`src/rtl/booth_pkg.sv`:
```
// booth_pkg: shared Booth digit encoding, default width and partial-product count helper for booth_multiplier
//   BOOTH_WIDTH  default operand width
//   NUM_PP       partial products at the default width
//   num_pp()     partial products for any even width
//   booth_decode triplet {x[2i+1], x[2i], x[2i-1]} -> Booth digit
package booth_pkg;

    typedef enum logic [2:0] {
        BOOTH_ZERO,
        BOOTH_P1,
        BOOTH_P2,
        BOOTH_M1,
        BOOTH_M2
    } booth_op_e;

    localparam int BOOTH_WIDTH = 8;

    function automatic int num_pp(input int width);
        return width / 2;
    endfunction

    localparam int NUM_PP = num_pp(BOOTH_WIDTH);

    function automatic booth_op_e booth_decode(input logic [2:0] triplet);
        booth_op_e op;
        case (triplet)
            3'b001, 3'b010: op = BOOTH_P1;
            3'b011:         op = BOOTH_P2;
            3'b100:         op = BOOTH_M2;
            3'b101, 3'b110: op = BOOTH_M1;
            default:        op = BOOTH_ZERO;
        endcase
        return op;
    endfunction

endpackage

```
`src/rtl/booth_multiplier_pp_gen.sv`:
```
// booth_pp_gen: one radix-4 Booth partial product (unshifted, WIDTH+2 bits)
//   triplet  in   Booth triplet {x[2i+1], x[2i], x[2i-1]}
//   w2mul    in   signed multiplicand
//   pp       out  selected multiple; negative digits give the one's complement
//   neg      out  +1 carry completing the two's-complement negation
//   sign     out  sign bit used to extend pp to full product width
module booth_pp_gen
    import booth_pkg::*;
#(
    parameter int WIDTH = BOOTH_WIDTH
) (
    input  logic [2:0]       triplet,
    input  logic [WIDTH-1:0] w2mul,
    output logic [WIDTH+1:0] pp,
    output logic             neg,
    output logic             sign
);

    booth_op_e        op;
    logic [WIDTH+1:0] w1;
    logic [WIDTH+1:0] w2;

    always_comb begin
        op   = booth_decode(triplet);
        w1   = {{2{w2mul[WIDTH-1]}}, w2mul};
        w2   = {w2mul[WIDTH-1], w2mul, 1'b0};
        pp   = (op == BOOTH_P1) ? w1 :
               (op == BOOTH_P2) ? w2 :
               (op == BOOTH_M1) ? ~w1 :
               (op == BOOTH_M2) ? ~w2 : '0;
        neg  = (op == BOOTH_M1) || (op == BOOTH_M2);
        sign = pp[WIDTH+1];
    end

endmodule

```
`src/rtl/booth_multiplier.sv`:
```
// booth_multiplier: two-stage pipelined signed radix-4 Booth multiplier, product valid two edges after sampling
//   clk        in   rising-edge clock
//   rst        in   asynchronous active-high reset, clears all stages
//   w2mul      in   signed multiplicand
//   x2mul      in   signed multiplier (Booth-recoded)
//   mul2acc    out  registered signed 2*WIDTH-bit product
//   valid_in   in   (BOOTHMUL_VALID_EN only) operands valid, stage 1 loads only when set
//   valid_out  out  (BOOTHMUL_VALID_EN only) mul2acc holds a new product
module booth_multiplier
    import booth_pkg::*;
#(
    parameter int WIDTH = BOOTH_WIDTH
) (
`ifdef BOOTHMUL_VALID_EN
    input  logic               valid_in,
    output logic               valid_out,
`endif
    input  logic               clk,
    input  logic               rst,
    input  logic [WIDTH-1:0]   w2mul,
    input  logic [WIDTH-1:0]   x2mul,
    output logic [2*WIDTH-1:0] mul2acc
);

    localparam int NPP = num_pp(WIDTH);
    localparam int PW  = 2 * WIDTH;

    logic [WIDTH:0]   x_ext;
    logic [WIDTH+1:0] pp [NPP];
    logic [NPP-1:0]   neg;
    logic [NPP-1:0]   sgn;

    logic [PW-1:0] pp_d [NPP];
    logic [PW-1:0] pp_q [NPP];
    logic [PW-1:0] carry_d, carry_q;
    logic [PW-1:0] sum;
    logic [PW-1:0] mul2acc_d, mul2acc_q;
    logic          ld1, ld2;

    // x[-1] = 0 is appended below the LSB so triplet i is x_ext[2i+2:2i]
    assign x_ext = {x2mul, 1'b0};

    for (genvar g = 0; g < NPP; g++) begin : g_pp
        booth_pp_gen #(.WIDTH(WIDTH)) u_pp (
            .triplet(x_ext[2*g+2 -: 3]),
            .w2mul  (w2mul),
            .pp     (pp[g]),
            .neg    (neg[g]),
            .sign   (sgn[g])
        );
    end

`ifdef BOOTHMUL_VALID_EN
    logic v1_q, v2_q;
    assign ld1       = valid_in;
    assign ld2       = v1_q;
    assign valid_out = v2_q;
    always_ff @(posedge clk or posedge rst) begin
        if (rst) begin
            v1_q <= 1'b0;
            v2_q <= 1'b0;
        end else begin
            v1_q <= valid_in;
            v2_q <= v1_q;
        end
    end
`else
    assign ld1 = 1'b1;
    assign ld2 = 1'b1;
`endif

    // Stage 1: sign-extend and place each PP at weight 4^i; negation carries land at bit 2i
    always_comb begin
        carry_d = '0;
        for (int i = 0; i < NPP; i++) begin
            pp_d[i] = ld1 ? (PW'({{WIDTH{sgn[i]}}, pp[i]}) << (2 * i)) : pp_q[i];
            carry_d[2*i] = neg[i];
        end
        carry_d = ld1 ? carry_d : carry_q;
    end

    // Stage 2: plain modulo-2^PW sum of all PPs plus the carry vector
    always_comb begin
        sum = carry_q;
        for (int i = 0; i < NPP; i++)
            sum = sum + pp_q[i];
        mul2acc_d = ld2 ? sum : mul2acc_q;
    end

    always_ff @(posedge clk or posedge rst) begin
        if (rst) begin
            pp_q      <= '{default: '0};
            carry_q   <= '0;
            mul2acc_q <= '0;
        end else begin
            pp_q      <= pp_d;
            carry_q   <= carry_d;
            mul2acc_q <= mul2acc_d;
        end
    end

    assign mul2acc = mul2acc_q;

endmodule

```
`config.mk`:
```
export PLATFORM = sky130hd
export DESIGN_NAME = booth_multiplier
export DESIGN_NICKNAME = d
export VERILOG_FILES = /design/src/rtl/booth_pkg.sv /design/src/rtl/booth_multiplier_pp_gen.sv /design/src/rtl/booth_multiplier.sv
export SDC_FILE = /design/constraint.sdc
export NUM_CORES = 1
export LEC_CHECK = 0
export CAP_MARGIN = 0
export CORE_ASPECT_RATIO = 2
export CORE_UTILIZATION = 60
export CTS_BUF_LIST = sky130_fd_sc_hd__clkbuf_2 sky130_fd_sc_hd__clkbuf_4 sky130_fd_sc_hd__clkbuf_8
export DETAILED_ROUTE_END_ITERATION = 16
export DONT_BUFFER_PORTS = 1
export PLACE_DENSITY_LB_ADDON = 0.05
export SETUP_SLACK_MARGIN = 0.2
export SKIP_CTS_REPAIR_TIMING = 1
export SLEW_MARGIN = 10
export SYNTH_ARGS = -nofsm -noshare
export SYNTH_HDL_FRONTEND = slang
export SYNTH_SLANG_ARGS = --single-unit
```
`constraint.sdc`:
```
create_clock -name clk -period 3.55 [get_ports clk]
set_clock_uncertainty 0.15 [all_clocks]
set_input_delay 0.5325 -clock clk [delete_from_list [all_inputs] [get_ports clk]]
set_output_delay 0.5325 -clock clk [all_outputs]
set_load 0.01 [all_outputs]
```
==> results.py, run 1 <==
metrics = {
    "power_and_ir_drop": {
        "switching_share": 0.381,
        "power.leakage_nw": 2.07,
        "max-vdd-ir-drop_uv": 369,
        "combPwrFrac": 0.593,
        "intPower_mw": 1.91,
        "total_power_mw": 3.08,
        "power_density_nw_per_um2": 727,
        "power_frac_clock": 0.122,
        "seq_power_share": 0.284,
        "p_sw_mw": 1.17,
    },
    "setup_path": {
        "worstReg2RegStart": "pp_q[36]$_DFF_PP0_",
        "crit_buf_inv": 2,
        "critPathKind": "reg2reg",
        "setup.worst_path.end_class": "flop",
        "crit_fanout": 4,
        "reg2reg_depth": 15,
        "slowest_stage": "fa_1",
        "crit_path_max_incr_delay_ps": 540,
        "critPathRequiredTime_ps": 3650,
        "crit_path_start_kind": "flop",
        "reg2reg_slack_ps": -460,
        "arrival_ps": 4110,
        "r2r_end": "mul2acc[14]$_DFF_PP0_",
        "cpLargestDelayFamily": "adder cells",
        "worstPathCellList": "fa_1 > inv_1 > fa_1 > inv_2 > ha_4 > a211oi_4 > o21bai_1 > a21oi_1 > xnor2_1 > ha_1 > nor2b_4 > o31a_1 > nor4b_2 > a221o_1 > xnor2_1",
    },
    "floorplanning": {
        "fp.dieW_um": 58.0,
        "die_h_um": 114,
        "core_area_um2": 6010,
        "die_area_um2": 6620,
        "initial_core_util": 0.627,
        "rows": 40,
        "ios": 34,
    },
    "layout": {
        "drive_gt1_frac": 0.181,
        "seqCellArea_um2": 1400,
        "fin_area_um2": 4230,
        "fill_cells": 482,
        "multi_input_area_um2": 2180,
        "mostFrequentLayoutCell": "dfrtp_1",
        "layout.nets": 465,
        "areaGrowthSynthToFinish_pct": 12.3,
        "n_antenna_cell": 0,
        "mostFrequentLayoutCells": "dfrtp_1, inv_1, ha_1, buf_4, xor2_1",
        "instances_no_fill": 461,
    },
    "synthesis": {
        "synthArstFlopShare": 1.00,
        "ys_warn_count": 0,
        "syn_inst": 370,
        "syn_area_um2": 3770,
        "synth-main-ff-cell": "dfrtp_1",
        "synth_seq_cells": 56,
        "synth-edff-count": 0,
        "synth_area_per_cell_um2": 10.2,
        "yosysSeqAreaShare": 0.372,
        "synth_fp_nets": 438,
        "synthDistinctLibCells": 48,
    },
    "clock_tree": {
        "cts_tree": "built",
        "htreeDepth": 2,
        "clk_pin_slew_ps": 100,
        "cts_sinks": 56,
        "root_buffer": "clkbuf_8",
        "cts-buffers-inserted": 5,
        "clockBufferDepth": 2,
        "insertion_delay_ps": 320,
    },
    "placement": {
        "pre_cts_slack_ps": -437,
        "place_inst": 449,
        "gp_congestion": 0.839,
        "placed_area_um2": 4050,
        "dp_hpwl_mm": 6.01,
        "io_buffers": 0,
    },
    "sta": {
        "setup_slack_ps": -460,
        "slew_headroom": 0.448,
        "max_freq_mhz": 249,
        "fin_crit_ps": 4010,
        "hold_viol_final": 0,
        "slew_violations": 0,
        "worst_pin_slew_ps": 827,
        "finalSetupViolCount": 7,
        "period_share": 1.13,
        "fin_hold_ws_ps": 84.6,
        "rsz0062_at_grt": "true",
    },
    "detailed_routing": {
        "drt_first_pass_iters": 6,
        "drc_errors": 0,
        "vias_per_cell": 5.89,
        "wl_per_cell_um": 16.6,
        "drtIter0Drc": 67,
        "postRouteAntennaNets": 0,
        "dr_total_vias": 2717,
        "drt-total-wl_mm": 7.65,
    },
    "min_path": {
        "whs_path_depth": 0,
        "hp-start": "x2mul[1]",
        "hp-class": "in2reg",
        "hold_path_end": "carry_q[0]$_DFF_PP0_",
    },
    "job": {
        "cap_violations": 0,
    },
    "grt": {
        "grt_pass1_vias": 2951,
        "grt_max_degree": 41,
        "grt_overflow_total": 0,
        "grt_pass1_wl_mm": 12.7,
        "antenna_found_initial": 0,
        "grt_use_total": 0.258,
    },
    "outcome": {
        "status": "finished with violations",
        "failed_checks": "setup timing",
    },
}
## sequential cells by signal (all words and copies together) (netlist names)
signal / flops
mul2acc: 16
carry_q: 4
pp_q: 36
## metrics by stage
stage	utilization	setup TNS [ps]
3_3_place_gp	0.674	-1390
5_1_grt	0.705	-3470
6_report	0.705	-2050
2_1_floorplan	-	-558
3_5_place_dp	0.674	-1990
4_1_cts	0.690	-2140
## cells in the mapped netlist (5+ instances only)
cell,count,area (um2)
fa_1,13,260
ha_1,37,463
a22oi_1,12,90.1
a22o_1,7,61.3
inv_1,50,188
xor2_1,25,219
mux2i_1,7,70.1
nor2_1,20,75.1
nand2_1,19,71.3
a21oi_1,15,75.1
o21a_1,5,37.5
clkbuf_1,8,30.0
o21ai_0,21,105
dfrtp_1,56,1400
o221ai_1,6,52.6
nor2b_1,5,31.3
a211oi_1,5,37.5
xnor2_1,14,123
buf_2,7,35.0
## cells by family (layout without fill, tap and decap cells)
| group | Yosys count | after routing | share of synthesized area |
|---|---|---|---|
| AO/OA/AOI/OAI | 97 | 97 | 0.185 |
| XOR/XNOR | 39 | 39 | 0.0907 |
| adder cells (fa/ha/maj) | 50 | 50 | 0.192 |
| buffers and inverters | 67 | 95 | 0.0744 |
| flip-flops | 56 | 56 | 0.372 |
| multiplexers | 8 | 8 | 0.0216 |
| AND/OR/NAND/NOR | 53 | 53 | 0.0644 |
## final cells by class
type,count,share of cell area
multi-input cells,247,0.515
inverters,50,0.0444
clock inverters,2,0.00325
repair buffers,37,0.0683
flip-flops and latches,56,0.331
well taps,63,0.0186
clock buffers,6,0.0195
## power by group through the flow
stage	sequential, mW	clock [mW]	combinational [mW]
6_report	0.875	0.377	1.83
5_1_grt	0.892	0.415	2.03
4_1_cts	0.877	0.386	1.65
3_5_place_dp	0.891	0	1.64
3_3_place_gp	0.890	0	1.60
2_1_floorplan	0.875	0	1.13
## worst max-delay path by stage
stage	start	endpoint	slack [ps]	cells past startpoint
CTS	pp_q[20]$_DFF_PP0_	mul2acc[15]$_DFF_PP0_	-470	15
detailed placement	pp_q[20]$_DFF_PP0_	mul2acc[15]$_DFF_PP0_	-440	15
floorplan	pp_q[20]$_DFF_PP0_	mul2acc[14]$_DFF_PP0_	-230	15
finish	pp_q[36]$_DFF_PP0_	mul2acc[14]$_DFF_PP0_	-460	15
global placement	pp_q[20]$_DFF_PP0_	mul2acc[15]$_DFF_PP0_	-320	15
global route	pp_q[36]$_DFF_PP0_	mul2acc[14]$_DFF_PP0_	-620	15
## routing by layer
| metal | global-route usage | part of all wire | vias up |
|---|---|---|---|
| li1 | - | - | 1318 |
| met5 | 0 | 0 | - |
| met4 | 0.149 | 0.047 | 0 |
| met3 | 0.0429 | 0.022 | 21 |
| met2 | 0.487 | 0.57 | 52 |
| met1 | 0.251 | 0.36 | 1326 |
Note: power is estimated with default switching activity, not from simulation.
==> inputs of run 2 (changes only) <==
--- a/config.mk
+++ b/config.mk
@@ -5,6 +5,7 @@
 export SDC_FILE = /design/constraint.sdc
 export NUM_CORES = 1
 export LEC_CHECK = 0
+export ABC_AREA = 1
 export CAP_MARGIN = 0
 export CORE_ASPECT_RATIO = 2
 export CORE_UTILIZATION = 60
==> run 2 against run 1 <==
  * The run still ends with setup timing left
  * Worst hold slack better by 1.6 ps
  * Total power increased by 3.6%
  * Final area up 9.9%
  * Synthesized cell count increased by 41%
  * Critical path type unchanged
  * Largest power group unchanged
==> results.py, run 2 <==
metrics = {
    "synthesis": {
        "ys_warn_count": 0,
        "synth_common_cells": "nand2_1, inv_1, dfrtp_1",
        "ys_top_cells_by_area": "dfrtp_1, nand2_1, ha_1",
        "synth_area_per_cell_um2": 7.70,
        "synth_fp_nets": 589,
        "synthArstFlopShare": 1.00,
        "synthDistinctLibCells": 25,
        "synth_seq_cells": 56,
        "synth-main-ff-cell": "dfrtp_1",
        "yosys.area.top_type": "dfrtp_1",
        "yosysSeqAreaShare": 0.349,
        "syn_inst": 521,
        "syn_area_um2": 4010,
        "synth-edff-count": 0,
        "synth_top_area_frac": 0.349,
        "yosysMostFrequentCell": "nand2_1",
    },
    "setup_path": {
        "setup.worst_path.end_class": "flop",
        "arrival_ps": 3750,
        "r2r_end": "mul2acc[12]$_DFF_PP0_",
        "reg2reg_depth": 16,
        "crit_path_max_incr_delay_ps": 550,
        "crit_fanout": 5,
        "worstReg2RegStart": "pp_q[52]$_DFF_PP0_",
        "cpLargestDelayFamily": "adder cells",
        "critPathKind": "reg2reg",
        "worstPathCellList": "fa_1 > inv_2 > fa_1 > inv_2 > ha_4 > nand3_2 > nand3_4 > xor2_1 > ha_2 > inv_2 > fa_2 > o21ai_4 > nand3_2 > nand2_1 > nand2_1 > nand2_1",
        "slowest_stage": "fa_1",
        "critPathRequiredTime_ps": 3670,
        "crit_buf_inv": 3,
        "reg2reg_slack_ps": -80,
        "crit_path_end": "mul2acc[12]$_DFF_PP0_",
        "startpoint": "pp_q[52]$_DFF_PP0_",
        "crit_path_start_kind": "flop",
        "cp.depth": 16,
    },
    "power_and_ir_drop": {
        "max-vdd-ir-drop_uv": 245,
        "power.leakage_nw": 2.39,
        "power_density_nw_per_um2": 685,
    },
    "clock_tree": {
        "htreeDepth": 2,
        "root_buffer": "clkbuf_8",
        "insertion_delay_ps": 320,
        "cts-buffers-inserted": 5,
        "clockBufferDepth": 2,
        "clk_pin_slew_ps": 100,
        "cts_tree": "built",
        "cts_sinks": 56,
    },
    "layout": {
        "mostFrequentLayoutCell": "nand2_1",
        "areaGrowthSynthToFinish_pct": 16.0,
        "layout.nets": 604,
        "fin_area_um2": 4650,
        "drive_gt1_frac": 0.182,
        "mostFrequentLayoutCells": "nand2_1, inv_1, dfrtp_1, nand3_1, ha_1",
        "regMostFlops": "pp_q",
        "n_antenna_cell": 0,
        "largest_reg_flops": 36,
        "fill_cells": 512,
        "instances_no_fill": 623,
    },
    "sta": {
        "setup_slack_ps": -82.9,
        "worst_pin_slew_ps": 1080,
        "rsz0062_at_grt": "true",
        "fin_crit_ps": 3630,
        "period_share": 1.02,
        "slew_violations": 0,
        "finalSetupViolCount": 2,
        "max_freq_mhz": 275,
        "hold_viol_final": 0,
        "slew_headroom": 0.281,
    },
    "floorplanning": {
        "die_area_um2": 7040,
        "ios": 34,
        "die_h_um": 118,
        "fp.dieW_um": 59.8,
        "initial_core_util": 0.631,
        "rows": 41,
        "core_area_um2": 6360,
    },
    "placement": {
        "gp_congestion": 0.998,
        "dp_hpwl_mm": 7.77,
        "io_buffers": 0,
        "place_inst": 602,
        "placed_area_um2": 4150,
    },
    "detailed_routing": {
        "dr_total_vias": 3552,
        "drc_errors": 0,
        "drt-total-wl_mm": 10.2,
        "wl_per_cell_um": 16.4,
        "drtIter0Drc": 212,
        "vias_per_cell": 5.70,
        "postRouteAntennaNets": 0,
        "drt_first_pass_iters": 6,
    },
    "grt": {
        "grt_overflow_total": 0,
        "grt_pass1_vias": 3426,
        "grt_use_total": 0.293,
        "grt_max_degree": 57,
        "grt_pass1_wl_mm": 15.1,
        "antenna_found_initial": 0,
    },
    "outcome": {
        "status": "finished with violations",
        "failed_checks": "setup timing",
    },
    "job": {
        "cap_violations": 0,
    },
    "min_path": {
        "hp-class": "in2reg",
    },
}
==> run 2: cell types whose count changed after synthesis, sizes merged, moves of 12 or more <==
cell   before  now
xor2       25   10
nand2      19  161
nand3       1   54
a22oi      12    0
nand4       0   18
o21ai      26    6
inv        50   97
xnor2      14    1
==> run 2: cells by family (layout without fill, tap and decap cells) <==
| kind of cell | Yosys count | in the layout | share of synthesized area |
|---|---|---|---|
| AOI/OAI and AO/OA | 35 | 35 | 0.0593 |
| xor gates and xnor gates | 11 | 11 | 0.0240 |
| adders and majority gates | 50 | 50 | 0.180 |
| buffers and inverters | 108 | 124 | 0.104 |
| DFF | 56 | 56 | 0.349 |
| and+or+nand+nor | 261 | 261 | 0.284 |
==> run 2: worst min path at each step <==
stage | startpoint | to | slack [ps] | depth (start not counted)
floorplan | carry_q[0]$_DFF_PP0_ | mul2acc[0]$_DFF_PP0_ | 290 | 1
global placement | carry_q[0]$_DFF_PP0_ | mul2acc[0]$_DFF_PP0_ | 300 | 1
detailed placement | pp_q[49]$_DFF_PP0_ | mul2acc[1]$_DFF_PP0_ | 320 | 1
CTS | x2mul[1] | carry_q[0]$_DFF_PP0_ | 80 | 0
global route | x2mul[1] | carry_q[0]$_DFF_PP0_ | 60 | 0
finish | x2mul[1] | carry_q[0]$_DFF_PP0_ | 90 | 0
==> run 2: area by class of cell <==
| cell class | count | area (um2) | area share |
|---|---|---|---|
| clock inverters | 3 | 26.3 | 0.00565 |
| multi-input cells | 357 | 2540 | 0.546 |
| inverters | 97 | 364 | 0.0783 |
| clock buffers | 5 | 68.8 | 0.0148 |
| well taps | 86 | 108 | 0.0231 |
| flip-flops and latches | 56 | 1400 | 0.301 |
| repair buffers | 19 | 143 | 0.0307 |
==> run 2: metal layers <==
metal,wire length [um],global-route usage
met1,3350,0.259
met2,5850,0.542
met3,383,0.0418
met4,635,0.222
met5,0,0
==> run 2: metrics by stage <==
| stage | setup slack, ps | hold WS [ps] | utilization | TNS (ps) | power, mW |
|---|---|---|---|---|---|
| 4_1_cts | -88.5 | 77.8 | 0.667 | -207 | 2.62 |
| 2_1_floorplan | 246 | 293 | - | 0 | 1.92 |
| 5_1_grt | -198 | 64.3 | 0.731 | -784 | 3.45 |
| 6_report | -82.9 | 86.2 | 0.731 | -107 | 3.19 |
| 3_3_place_gp | 22.3 | 300 | 0.652 | 0 | 2.22 |
| 3_5_place_dp | -76.0 | 319 | 0.652 | -149 | 2.26 |
==> run 2: power by group <==
group	internal (mW)	switching, mW
Combinational	0.856	1.10
Sequential	0.779	0.0920
Clock	0.144	0.216
